`config.mk`:
```
export PLATFORM = sky130hd
export DESIGN_NAME = debounce_edge
export DESIGN_NICKNAME = d
export VERILOG_FILES = /design/src/rtl/debounce_edge.sv
export SDC_FILE = /design/constraint.sdc
export NUM_CORES = 1
export LEC_CHECK = 0
export BUFFER_PORTS_ARGS = -buffer_cell sky130_fd_sc_hd__buf_4
export CORE_AREA = 2 2 39 41
export DETAILED_ROUTE_END_ITERATION = 8
export DIE_AREA = 0 0 41 43
export PLACE_DENSITY = 0.54
export SKIP_LAST_GASP = 1
export SLEW_MARGIN = 20
export SYNTH_ARGS = -nofsm -noshare
export SYNTH_HDL_FRONTEND = slang
export SYNTH_SLANG_ARGS = --single-unit
```
`constraint.sdc`:
```
create_clock -name clk -period 1.7 [get_ports clk]
set_input_delay 0.17 -clock clk [delete_from_list [all_inputs] [get_ports clk]]
set_output_delay 0.17 -clock clk [all_outputs]
set_load 0.02 [all_outputs]
```
`src/rtl/debounce_edge.sv`:
```
// Synchronizing debouncer with registered rise/fall/glitch pulses.
// A new level is accepted only after it has held for DEBOUNCE_CYCLES synchronized edges.
module debounce_edge #(
  parameter int   SYNC_STAGES     = 2,
  parameter int   DEBOUNCE_CYCLES = 16,
  parameter logic INIT_LEVEL      = 1'b0
) (
  input  logic clk,
  input  logic rst,
  input  logic in,
  output logic out,
  output logic rise,
  output logic fall,
  output logic glitch
);

  localparam int CW = $clog2(DEBOUNCE_CYCLES + 1);
  localparam logic [CW-1:0] CNT_LAST = CW'(DEBOUNCE_CYCLES - 1);

  typedef enum logic {
    IDLE,
    PENDING
  } state_t;

  state_t                 state;
  logic [SYNC_STAGES-1:0] sync_chain;
  logic                   sync_q;
  logic [CW-1:0]          cnt;

  always_ff @(posedge clk or posedge rst) begin
    if (rst) begin
      sync_chain <= {SYNC_STAGES{INIT_LEVEL}};
    end else begin
      sync_chain[0] <= in;
      for (int i = 1; i < SYNC_STAGES; i++) begin
        sync_chain[i] <= sync_chain[i-1];
      end
    end
  end

  assign sync_q = sync_chain[SYNC_STAGES-1];

  // PENDING tracks cnt != 0; acceptance wins over counting once the hold time is met.
  always_ff @(posedge clk or posedge rst) begin
    if (rst) begin
      state  <= IDLE;
      cnt    <= '0;
      out    <= INIT_LEVEL;
      rise   <= 1'b0;
      fall   <= 1'b0;
      glitch <= 1'b0;
    end else begin
      rise   <= 1'b0;
      fall   <= 1'b0;
      glitch <= 1'b0;
      if (sync_q != out) begin
        if (cnt == CNT_LAST) begin
          out   <= sync_q;
          cnt   <= '0;
          rise  <= sync_q;
          fall  <= ~sync_q;
          state <= IDLE;
        end else begin
          cnt   <= cnt + CW'(1);
          state <= PENDING;
        end
      end else if (state == PENDING) begin
        cnt    <= '0;
        glitch <= 1'b1;
        state  <= IDLE;
      end
    end
  end

endmodule

```
### Word-level counts from Yosys, hierarchy flattened

Cells that the tools add are included.

| operators by class | value |
|---|---|
| bitwise logic cells | 1 |
| equality and inequality tests | 2 |
| multiplexer cells | 11 |
| $add $sub $neg | 1 |
| reduce and logical (&&, ||, !) cells | 2 |

Operators with widths:

| operator | number |
|---|---|
| two-way mux 5 bit | 3 |
| two-way mux 1 bit | 8 |
| adder 5 x 1 -> 5 bit, second input constant | 1 |
| equality test 5 x 4 -> 1 bit, second input constant | 1 |
| AND reduction 2 bit | 1 |
| nonzero test 2 bit | 1 |
| != test 1 bit | 1 |
| NOT 1 bit | 1 |

| storage, ports and cells | value |
|---|---|
| output and inout port bits | 4 |
| logic and storage cells | 24 |
| input bits | 3 |
| bits in registers | 12 |

### Logic depth before layout (Yosys ltp)

| logic depth | value |
|---|---|
| depth after elaboration | 3 |
| mapped depth | 4 |
| mapped depth without buffers | 4 |

### Least setup slack after synthesis

Ideal clock, no wire load.

| timing | value |
|---|---|
| path type | flip-flop to flip-flop |
| start point | reg out |
| end point | reg cnt[2] |
| path slack | 0.333 ns |
| buffers on the path | 0 |
| setup time | 0.080 ns |
| period minus slack after synthesis | 1.367 ns |
| required time | 1.620 ns |
| data arrival time | 1.287 ns |
| stages on the path, launching flop included | 4 |
| cell sequence | dfrtp_1 xnor2_2 mux2_4 mux2i_4 |

| on the way | value |
|---|---|
| word-level cells in the longest chain between the ends | 2 |
| elaborated cells between the ends (all ways) | 3 |
| classes of those cells | eq/ne: 1; mux: 1; reduce/logical: 1 |

Ends and longest elaborated chain:

| what | RTL line | RTL |
|---|---|---|
| start, declared | 11 | `output logic out,` |
| start signal, assigned | 58 | `out <= sync_q;` |
| != test 1 bit * | 56 | `if (sync_q != out) begin` |
| two-way mux 5 bit / nonzero test 2 bit (equally long branches) | -- |  |
| end signal, assigned | 64 | `cnt <= cnt + CW'(1);` |
| end, declared | 28 | `logic [CW-1:0] cnt;` |

Every way passes the cells marked *; elsewhere a longest branch is shown, timed or not.
A chain may end at the register's enable or synchronous reset.

### Final worst setup path

Same ends and word-level chain as after synthesis.

==> results.toml <==
[outcome]
outcome = "finished, final reports clean"

[sta]
tightest_slew_ns = 0.464
finalWorstSetupSlack_ns = 0.316
hold_violations = 0
finalCritPeriodShare_pct = 81.4
holdWs_ns = 0.364
finalSetupTns_ns = 0
rsz0062_at_grt = "no"
drv_slew = 0
period_needed_ns = 1.38
fmax_mhz = 722
max_slew_margin_pct = 69.0
finalClockSkew_ns = 0.00292
setup_viol = 0

[placement]
dp_hpwl_um = 607
post_dp_cell_area_um2 = 564
pre_cts_ws_ns = 0.332
place.port_buffers = 6
gp_congestion = 0.749
placed_cells = 61

[critical_path]
slowest_stage = "dfrtp_1"
reg2reg_to = "cnt[2]"
cp.arrival_ns = 1.59
cp_top_family = "multiplexers"
ff2ff_path_depth = 3
start_kind = "flip-flop"
cp_num_buf_inv = 0
startpoint = "out"
worstSetupPathType = "flip-flop to flip-flop"
critical_path.max_fanout = 8
crit_path_end_kind = "flip-flop"
crit_required_ns = 1.91
r2r_setup_slack_ns = 0.32
critPathMaxStageDelay_ns = 0.45
path_cells = "xnor2_2 > mux2_4 > mux2i_4"
worstReg2RegStart = "out"

[layout]
num_antenna_cells = 0
layout-drive-gt1-share_pct = 25.5
finalCoreUtilization_pct = 44.8
area_growth_pct = 24.3
instances_no_fill = 67
final_cell_area_um2 = 621
nets = 56

[floorplanning]
dieArea_um2 = 1760
dieHeight_um = 43
io_pins = 7
start_util_pct = 36.1
core_area_um2 = 1380
row_count = 14
die_x_um = 41

[pwr]
finalPower_mw = 0.745
ir_drop_mv = 0.447
p_clk_share_pct = 31.3
power.internal_mw = 0.532
comb_power_share_pct = 18.1
p_switching_mw = 0.212
powerDensity_nw_per_um2 = 1200
seq_power_share_pct = 50.6
sw_frac_of_total_pct = 28.5
power_leakage_nw = 0.300

[yosys]
synth_edf_count = 0
synthesis.nets = 43
yosys_warnings = 0
synthFlopType = "dfrtp_1"
yosysMostFrequentCell = "dfrtp_1"
yosysUniqueCellTypes = 19
synth_xor_area_share_pct = 5.01
synth_top_area_share_pct = 60.2
async_flop_share_pct = 100
syn-mean-instance-area_um2 = 12.8
synth_compound_area_share_pct = 6.27
syn_inst = 39
netlist_area_um2 = 499
yosysSeqAreaShare_pct = 60.2
synth_top_family_by_area = "simple AND/OR/NAND/NOR gates"
synth-simple-area-share_pct = 17.0
ys_top_cells_by_area = "dfrtp_1 (60%), mux2i_4 (4.5%), nand3_1 (4.0%)"
synth_seq_cells = 12
synth_commonest_cells = "dfrtp_1 (12), nand2_1 (4), nand3_1 (4)"
synth-adder-area-share_pct = 2.51
yosys.area.top_type = "dfrtp_1"
synthMuxAreaShare_pct = 7.52

[global_route]
antenna_found_initial = 0
grt_pass1_wl_um = 1630
track_usage_pct = 14.4
grt_pass1_vias = 338
overflow = 0
grt_max_degree = 13

[route]
firstDrtPassIters = 4
finalWirelength_um = 897
drtAntennaViolNets = 0
wl_per_cell_um = 13.4
route.detailed.drc = 0
first_iter_violations = 12
num_vias = 345
viasPerCell = 5.15

[min_path]
hold_class = "flip-flop to flip-flop"
min-delay-start = "sync_chain[0]"
holdPathStages = 0
hold_end = "sync_chain[1]"

[clocking]
cts.clk_slew.worst_paths_ns = 0.08
post_cts_resized = 0
cts_setup_buffers = 0
cts-root-buf = "clkbuf_4"
postCtsHoldBufs = 2
htreeDepth = 1
cts_buffer_depth = 2
cts_buffers = 3
cts_tree = "done"
worstSkewPairLatency_ns = 0.28
cts.sinks = 12

[job]
cap_violations = 0
-- flip-flops by register name, indices dropped and copies added, names as in the netlist --
register and flops:
cnt 5, fall 1, glitch 1, out 1, rise 1, state 1, sync_chain 2
-- layout by cell type (no fill, tap or decap) --
master,instances
nand2_1,4
a41oi_1,1
nand3_1,4
dlygate4sd3_1,2
nor2_1,3
o31ai_1,1
clkbuf_4,3
inv_1,2
mux2_4,1
a32o_1,1
buf_4,6
nand4_1,1
ha_1,1
clkbuf_8,1
mux2i_4,1
nand4b_1,1
xor2_1,1
dfrtp_1,12
xnor2_2,1
nor3b_1,1
or3_1,1
o21ai_0,1
and4b_1,1
-- layer usage --
layer	vias up	share of wire, %	global-route usage [%]
met3	3	4.5	3.14
met2	10	46	18.8
met4	0	3.6	12.0
li1	165	-	-
met1	167	46	19.4
met5	-	0	0
-- cell families after synthesis --
kind of cell,count (synthesis)
XOR/XNOR,2
AO/OA/AOI/OAI,4
adder cells (fa/ha/maj),1
buffers and inverters,2
multiplexers,2
AND/OR/NAND/NOR,16
flip-flops,12
-- power groups by stage --
stage               Sequential, mW  Combinational, mW  Clock, mW
floorplan                    0.377              0.100          0
global placement             0.379              0.128          0
detailed placement           0.381              0.132          0
CTS                          0.376              0.136      0.242
global route                 0.385              0.152      0.254
finish                       0.377              0.135      0.233
-- layout make-up --
cell class | count | area [µm²]
Fill cell | 128 | 763
Sequential cell | 12 | 300
Multi-Input combinational cell | 25 | 191
Timing Repair Buffer | 8 | 65.1
Clock buffer | 4 | 36.3
Tap cell | 16 | 20.0
Inverter | 2 | 7.51
-- worst max-delay path by stage --
stage	end	slack, ns	cells after the start
floorplan	cnt[2]	0.33	3
global placement	cnt[2]	0.37	3
detailed placement	cnt[2]	0.33	3
CTS	cnt[2]	0.31	3
global route	cnt[2]	0.23	3
finish	cnt[2]	0.32	3
(Power assumes the default switching activity.)
